==> src/rtl/add_responder_if.sv <==
// add_responder_if
//   Operand/result handshake bundle for add_responder.
//   Producer side : in_valid, a, b  ->  in_ready
//   Consumer side : out_ready       ->  out_valid, sum
//   Status        : count (FIFO occupancy), txn_count (accepted pairs mod 256)
//   master modport: the environment driving operands and draining results.
//   slave  modport: the responder itself.
interface add_responder_if #(
  parameter int unsigned WIDTH = 4,
  parameter int unsigned DEPTH = 4
);
  logic                     in_valid;
  logic                     in_ready;
  logic [WIDTH-1:0]         a;
  logic [WIDTH-1:0]         b;
  logic                     out_valid;
  logic                     out_ready;
  logic [WIDTH:0]           sum;
  logic [$clog2(DEPTH):0]   count;
  logic [7:0]               txn_count;

  modport master (
    output in_valid, a, b, out_ready,
    input  in_ready, out_valid, sum, count, txn_count
  );

  modport slave (
    input  in_valid, a, b, out_ready,
    output in_ready, out_valid, sum, count, txn_count
  );
endinterface

==> src/rtl/add_responder.sv <==
// add_responder
//   Accepts operand pairs over a valid/ready handshake, computes the
//   zero-extended sum a+b and buffers it in a DEPTH-entry FIFO that the
//   consumer drains over a second valid/ready handshake.
//   Ports:
//     clk  - rising-edge clock
//     rst  - asynchronous, active-high reset
//     bus  - add_responder_if.slave (operands, results, occupancy, txn count)
//   Parameters: WIDTH (operand width), DEPTH (FIFO entries, power of two >= 2)
module add_responder #(
  parameter int unsigned WIDTH = 4,
  parameter int unsigned DEPTH = 4
) (
  input  logic           clk,
  input  logic           rst,
  add_responder_if.slave bus
);
  localparam int unsigned AW = $clog2(DEPTH);
  localparam int unsigned CW = AW + 1;

  logic [AW-1:0]  wr_ptr_q, wr_ptr_d;
  logic [AW-1:0]  rd_ptr_q, rd_ptr_d;
  logic [CW-1:0]  count_q, count_d;
  logic [7:0]     txn_q, txn_d;
  logic [WIDTH:0] mem_q [DEPTH];

  logic full, empty, push, pop;

  // Flags come from registered occupancy only, so in_ready has no
  // combinational dependence on out_ready.
  assign full  = (count_q == CW'(DEPTH));
  assign empty = (count_q == '0);
  assign push  = bus.in_valid && !full;
  assign pop   = bus.out_ready && !empty;

  always_comb begin
    wr_ptr_d = wr_ptr_q;
    rd_ptr_d = rd_ptr_q;
    count_d  = count_q;
    txn_d    = txn_q;
    // DEPTH is a power of two, so pointer wrap is the natural AW-bit rollover.
    if (push) begin
      wr_ptr_d = wr_ptr_q + 1'b1;
      txn_d    = txn_q + 1'b1;
    end
    if (pop) begin
      rd_ptr_d = rd_ptr_q + 1'b1;
    end
    unique case ({push, pop})
      2'b10:   count_d = count_q + 1'b1;
      2'b01:   count_d = count_q - 1'b1;
      default: count_d = count_q;
    endcase
  end

  always_ff @(posedge clk or posedge rst) begin
    if (rst) begin
      wr_ptr_q <= '0;
      rd_ptr_q <= '0;
      count_q  <= '0;
      txn_q    <= '0;
    end else begin
      wr_ptr_q <= wr_ptr_d;
      rd_ptr_q <= rd_ptr_d;
      count_q  <= count_d;
      txn_q    <= txn_d;
    end
  end

  // Storage is deliberately not reset; stale entries are unreachable once
  // the pointers and occupancy are cleared.
  always_ff @(posedge clk) begin
    if (push) begin
      mem_q[wr_ptr_q] <= {1'b0, bus.a} + {1'b0, bus.b};
    end
  end

  assign bus.in_ready  = !full;
  assign bus.out_valid = !empty;
  assign bus.sum       = mem_q[rd_ptr_q];
  assign bus.count     = count_q;
  assign bus.txn_count = txn_q;
endmodule
==> src/flat_wrapper.sv <==
// flat-port wrapper written by rule: the top's interface ports become plain ports
module add_responder_flat 
#(
  parameter int unsigned WIDTH = 4,
  parameter int unsigned DEPTH = 4
)
  (clk, rst, bus_in_valid, bus_a, bus_b, bus_out_ready, bus_in_ready, bus_out_valid, bus_sum, bus_count, bus_txn_count);
  add_responder_if #(.WIDTH(WIDTH), .DEPTH(DEPTH)) bus_i ();
  input  logic clk;
  input  logic rst;
  input wire logic [$bits(bus_i.in_valid)-1:0] bus_in_valid;
  input wire logic [$bits(bus_i.a)-1:0] bus_a;
  input wire logic [$bits(bus_i.b)-1:0] bus_b;
  input wire logic [$bits(bus_i.out_ready)-1:0] bus_out_ready;
  output wire logic [$bits(bus_i.in_ready)-1:0] bus_in_ready;
  output wire logic [$bits(bus_i.out_valid)-1:0] bus_out_valid;
  output wire logic [$bits(bus_i.sum)-1:0] bus_sum;
  output wire logic [$bits(bus_i.count)-1:0] bus_count;
  output wire logic [$bits(bus_i.txn_count)-1:0] bus_txn_count;
  assign bus_i.in_valid = bus_in_valid;
  assign bus_i.a = bus_a;
  assign bus_i.b = bus_b;
  assign bus_i.out_ready = bus_out_ready;
  assign bus_in_ready = bus_i.in_ready;
  assign bus_out_valid = bus_i.out_valid;
  assign bus_sum = bus_i.sum;
  assign bus_count = bus_i.count;
  assign bus_txn_count = bus_i.txn_count;
  add_responder #(.WIDTH(WIDTH), .DEPTH(DEPTH)) u_core (.clk(clk), .rst(rst), .bus(bus_i));
endmodule
==> config.mk <==
export PLATFORM = sky130hd
export DESIGN_NAME = add_responder_flat
export DESIGN_NICKNAME = d
export VERILOG_FILES = /design/src/rtl/add_responder_if.sv /design/src/rtl/add_responder.sv /design/src/flat_wrapper.sv
export SDC_FILE = /design/constraint.sdc
export NUM_CORES = 1
export LEC_CHECK = 0
export ABC_AREA = 1
export CORE_MARGIN = 4
export CORE_UTILIZATION = 45
export CTS_BUF_LIST = sky130_fd_sc_hd__clkbuf_16
export DETAILED_ROUTE_END_ITERATION = 8
export GPL_TIMING_DRIVEN = 0
export PLACE_DENSITY = 0.73
export SLEW_MARGIN = 40
export SYNTH_ARGS = -nofsm -noshare
export SYNTH_HDL_FRONTEND = slang
export SYNTH_SLANG_ARGS = --single-unit
==> constraint.sdc <==
create_clock -name clk -period 2.1 [get_ports clk]
set_input_delay 0.315 -clock clk [delete_from_list [all_inputs] [get_ports clk]]
set_output_delay 0.315 -clock clk [all_outputs]
set_load 0.005 [all_outputs]
==> Word level (Yosys, flattened, before mapping) <==
Memories as Yosys holds them, arrays and structs flattened.
Index checks and enable logic that the tools add are counted.
{ "op_classes": {"add_sub_neg": 6, "eq_ne": 3, "muxes": 3, "n_reduce_logical": 6} }
{ "op_table": {"columns": ["op", "n"], "rows": [
  ["adder 8 x 1 -> 8 bit (second input constant)", 1],
  ["one-hot mux 3 bit (2 select lines)", 1],
  ["adder 4 x 4 -> 5 bit", 1],
  ["adder 2 x 1 -> 2 bit (second input constant)", 2],
  ["adder 3 x 1 -> 3 bit (second input constant)", 1],
  ["equality test 3 bit (second input constant)", 1],
  ["logical NOT 3 bit", 1],
  ["subtractor 3 x 1 -> 3 bit (second input constant)", 1],
  ["equality test 2 x 1 -> 1 bit (second input constant)", 1],
  ["equality test 2 bit (second input constant)", 1],
  ["logical AND 1 bit", 2],
  ["logical NOT 1 bit", 2],
  ["two-way mux 1 bit", 2],
  ["nonzero test 2 bit", 1]
]} }
{ "totals": {"reg_bits": 15, "ram_bits": 20, "input_bits": 12, "out_inout_bits": 18, "word_cells": 23, "memories": 1} }
{ "memory_table": {"columns": ["memory", "words", "width", "rd", "rd_clocked_by_memory_dff", "write_ports", "line", "source"], "rows": [
  ["u_core.mem_q", 4, 5, 1, 0, 1, "add_responder.sv:25", "logic [WIDTH:0] mem_q [DEPTH];"]
]} }

==> Depth between registers and ports, before layout <==
{ "depth": {"ltp_word": 5, "ltp_mapped": 10, "mapped_depth_nobuf": 10} }

==> Worst setup path before layout <==
Ideal clock, no wire load.
{ "synth_timing": {"path_kind": "reg2reg", "start": "register u_core.count_q[1], in the netlist u_core.bus.count[1]", "end": "register u_core.count_q[2], in the netlist u_core.bus.count[2]", "setup_time_ns": 0.079, "arrival_time_ns": 1.878, "t_required_ns": 2.021, "setup_slack_ns": 0.143, "path_stages_with_launch": 11, "path_buffers": 1, "period_less_slack_ns": 1.957, "cell_sequence": "dfrtp_1 nor2_2 nand2_2 nand2_4 buf_6 ha_1 inv_1 fa_1 or2_2 nand2_1 xor2_1"} }
{ "synth_via": {"elab_chain_cells": 5, "word_cells_on_any_way": 12, "classes_between": "2 x add/sub; 3 x eq/ne; 1 x mux; 6 x reduce/logical"} }
{ "synth_rtl": {"columns": ["element", "line", "source"], "rows": [
  ["start, declared", "add_responder.sv:23", "logic [CW-1:0] count_q, count_d;"],
  ["start signal, assigned", "add_responder.sv:65", "count_q <= count_d;"],
  ["equality test 3 bit *", "add_responder.sv:31", "assign full = (count_q == CW'(DEPTH));"],
  ["logical NOT 1 bit *", null, null],
  ["via bus_in_ready", "flat_wrapper.sv:15", "output wire logic [$bits(bus_i.in_ready)-1:0] bus_in_ready;"],
  ["logical AND 1 bit *", "add_responder.sv:33", "assign push = bus.in_valid && !full;"],
  ["equality test 2 x 1 -> 1 bit or equality test 2 bit (tied branches)", "add_responder.sv:49", "unique case ({push, pop})"],
  ["one-hot mux 3 bit (2 select lines) or nonzero test 2 bit (tied branches)", null, null]
]} }
Mark *: on every way through the listed nets, which the timed path passes. The rest lies on a longest branch.
A chain may end at the register's enable or synchronous reset.

==> Worst setup path in the final report <==
{ "layout_timing": {"start": "register u_core.rd_ptr_q[0]", "end": "output bus_sum[4]"} }
{ "layout_via": {"elab_chain_cells": 1} }
{ "layout_rtl": {"columns": ["element", "line", "source"], "rows": [
  ["start, declared", "add_responder.sv:22", "logic [AW-1:0] rd_ptr_q, rd_ptr_d;"],
  ["start signal, assigned", "add_responder.sv:64", "rd_ptr_q <= rd_ptr_d;"],
  ["memory read (4 x 5 bit)", null, null],
  ["end, declared", "flat_wrapper.sv:17", "output wire logic [$bits(bus_i.sum)-1:0] bus_sum;"]
]} }
Every way passes these cells.

==> run summary <==
DRT antenna net count - 0
First-pass GRT wire length - 5.437 mm
Wire per inst - 12.89 um
Peak supply drop - 0.7611 mV
Chip Width - 69.86 um
Design Area, Final - 2311 sq um
Final Util - 62.65%
Status - complete, no violations
Relative slew margins - 60.21%
Post-DP Area - 2072 sq um
Share of layout cells above drive strength 1 - 11.79%
Clock-pin slew on the worst setup and hold paths - 0.05 ns
Die area - 4880 sq um
Remaining Overflow, GRT - 0
Reg power frac - 34.7%
Pint - 2.146 mW
Total CTS buffers - 5
Antenna violations before repair - 0
First-pass DRT Iterations - 4
DR vias - 1282
Largest area contributor in the netlist - edfxtp_1
Post-Synthesis Net Count - 192
Mapped Area - 1722 sq um
CTS tree - yes
P_sw - 1.014 mW
Crit Path Class - reg2out
Drt total wl - 3.352 mm
HPWL after DPL - 2.464 mm
ANT cells - 0
# DRC - 0
Final Net Count - 235
GPL Wtd Cong - 0.8850
Vias in the first global route - 1268
Final Max Slew Viols - 0
Worst-margin pin slew - 0.5962 ns
# port buffers - 29
Max FO, Critical Path - 10
Fmax - 498.5 MHz
Setup crit end kind - output port
Critical Path RT - 1.78 ns
Synth warn - 0
Leakage power - 1.010 nW
Switching share of power - 32.10%
Largest net degree at the start of global routing - 16
CTS Root Cell - clkbuf_16
Die Y - 69.86 um
Crit path launch type - register
MaxCap Viol Count - 0
Core Rows - 22
HP Class - in2async
Worst Path Arrival - 1.69 ns
GRT Overall Usage - 14.48%
Syn avg cell area - 10.25 sq um
Cells after Synth - 168
Clock skew - 0.002142 ns
Clk pwr share - 26.1%
Yosys cell types - 23
Clock buffer depth - 2
Core Region - 3689 sq um
Setup violators final - 0
Final Cycle Share - 95.53%
Register bit total from synthesis - 35
Starting Density - 46.68%
Hold slack - 0.4062 ns
Clock sinks - 35
Htree depth - 2
Post-synthesis sequential area ratio - 56.69%
Combinational share of power - 39.1%
IO Pins - 30
1st-iter DRT viols - 69
PwrDens - 1367 nW/um^2
Worst-skew pair later-pin latency - 0.28 ns
Routed vias/inst - 4.931
Final Hold Fails - 0
Synth top area share - 34.88%
Area Growth Syn to Fin - 34.23%
Fin crit period - 2.006 ns
Synth top area cells - edfxtp_1 (35%), dfrtp_1 (22%), ha_1 (7.3%)
-- through the flow --
stage	TNS (ns)	setup slack (ns)	power (mW)	std cells
3_3_place_gp	-0.1014	-0.1014	2.219	245
2_1_floorplan	0	0.1430	1.731	168
3_5_place_dp	-0.1223	-0.1223	2.268	245
4_1_cts	0	0.001341	3.125	254
5_1_grt	-0.01660	-0.01608	3.385	260
6_report	0	0.09389	3.160	260
-- path summary, 6_finish.rpt --
kind                                              start                       to  slack, ns  cells past startpoint
worst min-delay path                                rst  u_core.bus.txn_count[4]       0.41                      2
worst min register to register  u_core.bus.txn_count[7]  u_core.bus.txn_count[7]       0.49                      2
worst max-delay path                 u_core.rd_ptr_q[0]               bus_sum[4]       0.09                      5
min in group clk                u_core.bus.txn_count[7]  u_core.bus.txn_count[7]       0.49                      2
worst max register to register      u_core.bus.count[1]      u_core.bus.count[2]       0.15                      9
max in group asynchronous                           rst  u_core.bus.txn_count[6]       1.31                      2
-- repair_timing --
item	CTS	global route
setup endpoints to repair	1	6
hold buffers	0	0
gates resized for setup	0	8
buffers inserted	1	7
hold endpoints to repair	0	0
pin swaps	1	2
-- cell families (layout without fill, tap and decap cells) --
kind of cell             after synthesis  in the layout  share of synthesized area, %
AND/OR/NAND/NOR                       61             61                         14.90
flip-flops                            35             35                         56.69
buffers and inverters                 26             70                         6.250
AO/OA/AOI/OAI                         24             24                         7.485
adder cells (fa/ha/maj)               12             12                         9.593
XOR/XNOR                              10             10                         5.087
-- sequential cells by signal (all words and copies together) (netlist names) --
| signal | count |
|---|---|
| u_core.bus.count | 3 |
| u_core.rd_ptr_q | 2 |
| u_core.bus.txn_count | 8 |
| u_core.mem_q | 20 |
| u_core.wr_ptr_q | 2 |
-- cells in the final DEF, fill, tap and decap left out, drive strengths merged --
master,Yosys,final
dlymetal6s2s,0,2
clkinv,0,2
clkbuf,0,6
nor2,18,18
o21bai,1,1
dfrtp,15,15
nand3,7,7
a21oi,3,3
nand3b,1,1
fa,2,2
nand2,34,34
clkdlybuf4s50,0,27
xor2,4,4
o21ai,15,15
inv,23,23
buf,3,9
edfxtp,20,20
o22ai,5,5
bufinv,0,1
or2,1,1
ha,10,10
xnor2,6,6
-- synthesized netlist by cell type (all sizes together) --
| cell | instances |
|---|---|
| nand2 | 34 |
| a21oi | 3 |
| o22ai | 5 |
| nand3b | 1 |
| ha | 10 |
| nand3 | 7 |
| edfxtp | 20 |
| dfrtp | 15 |
| fa | 2 |
| or2 | 1 |
| xor2 | 4 |
| o21bai | 1 |
| o21ai | 15 |
| nor2 | 18 |
| buf | 3 |
| inv | 23 |
| xnor2 | 6 |
-- power by group through the flow --
stage               combinational (mW)  clock, mW  sequential, mW
floorplan                        0.643          0            1.09
global placement                  1.12          0            1.10
detailed placement                1.15          0            1.11
CTS                               1.19      0.837            1.09
global route                      1.40      0.865            1.12
finish                            1.24      0.826            1.10
-- cell type report --
type / instances / area [sq um]
multi-input combinational: 107 / 649.4
clock inverter: 3 / 43.79
sequential: 35 / 975.9
tap: 48 / 60.06
fill: 294 / 1378
inverter: 23 / 86.33
buffer: 2 / 15.01
timing repair buffer: 37 / 355.3
clock buffer: 5 / 125.1
-- critical path: stages (launching register included) --
cell	delay (ns)
dfrtp_1	0.39
inv_1	0.10
buf_4	0.18
nor2_1	0.05
o22ai_1	0.17
clkdlybuf4s50_1	0.52
-- routing by layer --
| layer | wire length (um) | GRT usage, % | up-vias |
|---|---|---|---|
| li1 | - | - | 632 |
| met2 | 1759 | 24.55 | 28 |
| met4 | 95 | 9.149 | 0 |
| met3 | 110 | 3.741 | 8 |
| met5 | 0 | 0 | - |
| met1 | 1386 | 16.04 | 614 |
No activity file was read; power rests on OpenSTA's default activity.
